===== src/rtl/flag_register_unit_pkg.sv =====
// Shared encodings for the flag register unit: ALU opcodes, flag bit
// positions and the per-op flag update masks.
package flag_register_unit_pkg;

   localparam logic [2:0] ALU_ADD = 3'b000;
   localparam logic [2:0] ALU_SUB = 3'b001;
   localparam logic [2:0] ALU_AND = 3'b010;
   localparam logic [2:0] ALU_ORR = 3'b011;

   localparam int N_IDX = 3;
   localparam int Z_IDX = 2;
   localparam int C_IDX = 1;
   localparam int V_IDX = 0;

   localparam logic [3:0] MASK_LOGIC = 4'b1100;
   localparam logic [3:0] MASK_ARITH = 4'b1111;

   typedef struct packed {
      logic [3:0] raw;
      logic [3:0] mask;
   } flag_upd_t;

endpackage


===== src/rtl/flag_register_unit_flag_generator.sv =====
// Combinational NZCV generator: raw flags and write mask for one ALU op.
module flag_generator
   import flag_register_unit_pkg::*;
#(
   parameter int WIDTH = 32
) (
   input  logic [WIDTH-1:0] SrcA,
   input  logic [WIDTH-1:0] SrcB,
   input  logic [WIDTH-1:0] ALUResult,
   input  logic [2:0]       ALUControl,
   output logic [3:0]       raw,
   output logic [3:0]       mask
);

   logic carry_add;
   logic carry_sub;
   logic a_msb, b_msb, r_msb;

   // Carry-outs without a wide adder: A+B overflows WIDTH bits iff B > ~A,
   // and A+~B+1 carries out iff A >= B (no borrow).
   assign carry_add = (SrcB > ~SrcA);
   assign carry_sub = (SrcA >= SrcB);

   assign a_msb = SrcA[WIDTH-1];
   assign b_msb = SrcB[WIDTH-1];
   assign r_msb = ALUResult[WIDTH-1];

   always_comb begin
      raw        = 4'b0000;
      mask       = MASK_LOGIC;
      raw[N_IDX] = r_msb;
      raw[Z_IDX] = (ALUResult == '0);
      case (ALUControl)
         ALU_ADD: begin
            mask       = MASK_ARITH;
            raw[C_IDX] = carry_add;
            raw[V_IDX] = (a_msb == b_msb) && (r_msb != a_msb);
         end
         ALU_SUB: begin
            mask       = MASK_ARITH;
            raw[C_IDX] = carry_sub;
            raw[V_IDX] = (a_msb != b_msb) && (r_msb != a_msb);
         end
         default: begin
            mask = MASK_LOGIC;
         end
      endcase
   end

endmodule


===== src/rtl/flag_register_unit.sv =====
// Two-stage NZCV flag register: capture raw flags, then commit under mask.
// Optional FLAG_BYPASS_EN forwards the in-flight update onto Flags.
module flag_register_unit
   import flag_register_unit_pkg::*;
#(
   parameter int WIDTH = 32
) (
   input  logic             clk,
   input  logic             rst,
   input  logic [WIDTH-1:0] SrcA,
   input  logic [WIDTH-1:0] SrcB,
   input  logic [WIDTH-1:0] ALUResult,
   input  logic [2:0]       ALUControl,
   input  logic             FlagWrite,
   input  logic             CondEx,
   input  logic             Stall,
   input  logic             Flush,
   output logic [3:0]       Flags,
   output logic             FlagsPending
);

   flag_upd_t  gen_upd;
   flag_upd_t  upd_p1_d, upd_p1_q;
   logic       vld_p1_d, vld_p1_q;
   logic [3:0] arch_d, arch_q;
   logic [3:0] merged;
   logic       capture;

   flag_generator #(.WIDTH(WIDTH)) u_gen (
      .SrcA       (SrcA),
      .SrcB       (SrcB),
      .ALUResult  (ALUResult),
      .ALUControl (ALUControl),
      .raw        (gen_upd.raw),
      .mask       (gen_upd.mask)
   );

   assign capture = FlagWrite && CondEx && !Stall && !Flush;
   assign merged  = (arch_q & ~upd_p1_q.mask) | (upd_p1_q.raw & upd_p1_q.mask);

   always_comb begin
      arch_d   = arch_q;
      upd_p1_d = upd_p1_q;
      vld_p1_d = vld_p1_q;
      if (!Stall) begin
         // Stage 2: commit the update captured on the previous edge.
         if (vld_p1_q) begin
            arch_d = merged;
         end
         // Stage 1: capture the next update alongside the commit.
         vld_p1_d = capture;
         if (capture) begin
            upd_p1_d = gen_upd;
         end
      end
   end

   always_ff @(posedge clk) begin
      if (rst) begin
         arch_q   <= 4'b0000;
         upd_p1_q <= '0;
         vld_p1_q <= 1'b0;
      end else begin
         arch_q   <= arch_d;
         upd_p1_q <= upd_p1_d;
         vld_p1_q <= vld_p1_d;
      end
   end

`ifdef FLAG_BYPASS_EN
   assign Flags = vld_p1_q ? merged : arch_q;
`else
   assign Flags = arch_q;
`endif

   assign FlagsPending = vld_p1_q;

endmodule


===== config.mk =====
export PLATFORM = sky130hd
export DESIGN_NAME = flag_register_unit
export DESIGN_NICKNAME = d
export VERILOG_FILES = /design/src/rtl/flag_register_unit_pkg.sv /design/src/rtl/flag_register_unit_flag_generator.sv /design/src/rtl/flag_register_unit.sv
export SDC_FILE = /design/constraint.sdc
export NUM_CORES = 1
export LEC_CHECK = 0
export BUFFER_PORTS_ARGS = -buffer_cell sky130_fd_sc_hd__clkbuf_2
export CORE_MARGIN = 3
export CORE_UTILIZATION = 51
export CTS_BUF_LIST = sky130_fd_sc_hd__clkbuf_2 sky130_fd_sc_hd__clkbuf_4 sky130_fd_sc_hd__clkbuf_8
export CTS_CLUSTER_DIAMETER = 200
export DETAILED_ROUTE_END_ITERATION = 12
export GPL_TIMING_DRIVEN = 1
export PLACE_DENSITY = 0.88
export SYNTH_ARGS = -nofsm -noshare
export SYNTH_HDL_FRONTEND = slang
export SYNTH_SLANG_ARGS = --single-unit

===== constraint.sdc =====
create_clock -name clk -period 2.6 [get_ports clk]
set_input_delay 0.13 -clock clk [delete_from_list [all_inputs] [get_ports clk]]
set_output_delay 0.13 -clock clk [all_outputs]
set_load 0.03 [all_outputs]

==> results.toml <==
[clocking]
cts_root_buf = "clkbuf_8"
clk_transition_reported_paths_ps = 50
post_cts_resized = 0
cts_max_level = 1
clk_latency_ps = 240
ctsLongestPathBuffers = 2
numCtsBuffers = 3
hold_buffers = 0
cts_sinks = 11
cts_tree = "built"
cts_setup_buffers = 0

[floorplan]
num_rows = 22
dieWidth_um = 69.4
fp.dieArea_um2 = 4810
initial_core_util_pct = 54.3
ioPinCount = 110
die-height_um = 69.4
core_area_um2 = 3770

[drt]
first_pass_iters = 4
dr_wl_met2_um = 2690
drc = 0
totalWireLength_um = 5220
topRoutingLayerUsed = "met4"
via_per_inst = 5.25
num_vias = 2233
drtIter0Drc = 77
final_antenna_net_count = 0
wl_met1_um = 2130
wl_per_cell_um = 12.3
wl_met3_um = 336

[sta]
tns_ps = 0
period_share_pct = 68.0
slew_violations = 0
rsz0062_at_grt = "no"
setup_viol = 0
tightest_slew_ps = 477
maxSlewHeadroom_pct = 67.9
clock.fmax_ghz = 0.565
hold_violations = 0
min_period_ps = 1770
setup_ws_ps = 831
fin_skew_ps = 2.15

[worst_setup_path]
crit-reg2reg-launch = "upd_p1_q[5]"
crit_family = "compound AO/OA/AOI/OAI gates"
worstRegToRegCells = 5
critPathMaxStageDelay_ps = 410
cpMostUsedCell = "inv_1"
cp_cell_sequence = "clkbuf_2 -> inv_1 -> ha_1 -> inv_1 -> a221oi_1 -> o21bai_1 -> o41ai_1 -> a31oi_1 -> a211o_1"
cp.required_ps = 2720
cp_slowest_cell = "o41ai_1"
path_max_fanout = 4
cp-start-kind = "primary input"
r2r_end = "upd_p1_q[5]"
rrSetupSlack_ps = 1240
critPathKind = "in2reg"
critPathArrivalTime_ps = 1890
cp-end-kind = "flop"
worst-path-buf-inv = 3

[pwr]
ir_drop_mv = 0.128
p_leak_nw = 1.53
p_per_area_nw_per_um2 = 245

[logic_synthesis]
synthCells = 266
syn_avg_cell_area_um2 = 7.70
synthTopCellsByArea = "ha_1 (39%), dfxtp_1 (11%), inv_1 (7.9%)"
synth_area_um2 = 2050
synth-seq-cells = 11
seq_area_frac_synth_pct = 10.7
syn_nets = 435
ys_warn_count = 0
ys_types = 36
synth_top_area_cell = "ha_1"
yosysTopAreaCellShare_pct = 39.1

[placement]
port_buffers = 109
dp.cells = 421
post-place-ws_ps = 629
dp_hpwl_um = 4720
place_area_um2 = 2640
place.gp.congestion = 0.823

[min_path]
holdPathEnd = "FlagsPending"
worstHoldStart = "Stall"
hold_path.class = "in2reg"
hold_depth = 3

[grt]
track_usage_pct = 21.7
grt_pass1_vias = 2308
antenna_found_initial = 0
grt_max_degree = 12
globalRouteOverflowTotal = 0
grt_first_pass_wirelength_um = 9060

[cells_and_area]
finalNonFillerCells = 425
layout_common_cells = "clkbuf_2 (109), ha_1 (64), inv_1 (43)"
layout-drive-gt1-share_pct = 30.8
fin_nets = 547
mostFrequentLayoutCell = "clkbuf_2"
design_area_um2 = 2690
diodes = 0
area_delta_synth_final_pct = 31.2

[run]
drv_cap = 0

[run_status]
status = "finished clean"
[cell type report]
| class | instances | area [µm²] |
|---|---|---|
| Fill cell | 346 | 1080 |
| Sequential cell | 11 | 220 |
| Clock buffer | 4 | 48.8 |
| Multi-Input combinational cell | 210 | 1650 |
| Tap cell | 48 | 60.1 |
| Timing Repair Buffer | 109 | 546 |
| Inverter | 43 | 161 |
[kinds of logic after synthesis]
logic type	count (synthesis)	share of synthesized area (%)
and+or+nand+nor	82	21.6
AOI/OAI and AO/OA	59	17.6
adders and majority gates	64	39.1
DFF	11	10.7
xor gates and xnor gates	2	0.855
muxes	3	1.47
buffers and inverters	45	8.61
[per-layer routing]
| metal | vias to the layer above | global-route usage, % |
|---|---|---|
| li1 | 1166 | - |
| met2 | 61 | 40.9 |
| met1 | 998 | 24.3 |
| met5 | - | 0 |
| met3 | 8 | 3.62 |
| met4 | 0 | 7.16 |
[report_power, final]
group / total (mW) / leakage, nW / switching (mW) / internal, mW
registers: 0.173 / 0.0888 / 0.00182 / 0.171
clock network: 0.180 / 0.0262 / 0.0622 / 0.118
logic: 0.305 / 1.41 / 0.158 / 0.147
total: 0.658 / 1.53 / 0.222 / 0.436
[synth_stat cells (all sizes together)]
master / instances
a211o: 1
mux2i: 3
a221oi: 1
o21ai: 8
a31oi: 2
clkbuf: 1
ha: 64
or2: 2
a211oi: 1
or3: 1
a21boi: 2
and4bb: 1
nand2: 10
o21bai: 5
xor2: 2
dfxtp: 11
o311ai: 1
nand3b: 2
or4: 2
buf: 1
nand4: 12
nor4: 14
nand2b: 1
inv: 43
a21o: 5
a21oi: 30
nor3: 3
nand4b: 1
o41ai: 1
nor2: 20
nand3: 6
nor2b: 6
o31ai: 1
and4: 1
o211ai: 1
[worst max-delay path by stage]
stage,startpoint,to,cells past startpoint,slack (ps)
after global routing,SrcB[14],upd_p1_q[5],9,690
after floorplan,SrcB[14],upd_p1_q[5],8,920
after CTS,SrcB[14],upd_p1_q[5],9,890
after global placement,SrcB[14],upd_p1_q[5],9,720
final,SrcB[14],upd_p1_q[5],9,830
after detailed placement,SrcB[14],upd_p1_q[5],9,630
[through the flow]
step,utilization (%),hold slack (ps),total power [mW]
2_1_floorplan,-,273,0.343
3_3_place_gp,70.0,391,0.464
3_5_place_dp,70.0,406,0.479
4_1_cts,71.3,158,0.662
5_1_grt,71.3,182,0.718
6_report,71.3,157,0.658
[worst register-to-register path, stage by stage (launching register included)]
cell and delay, ps:
dfxtp_1 370, o21bai_4 90, or4_1 410, a21o_1 170, a31oi_1 140, a211o_1 120
Note: power is estimated with default switching activity, not from simulation.
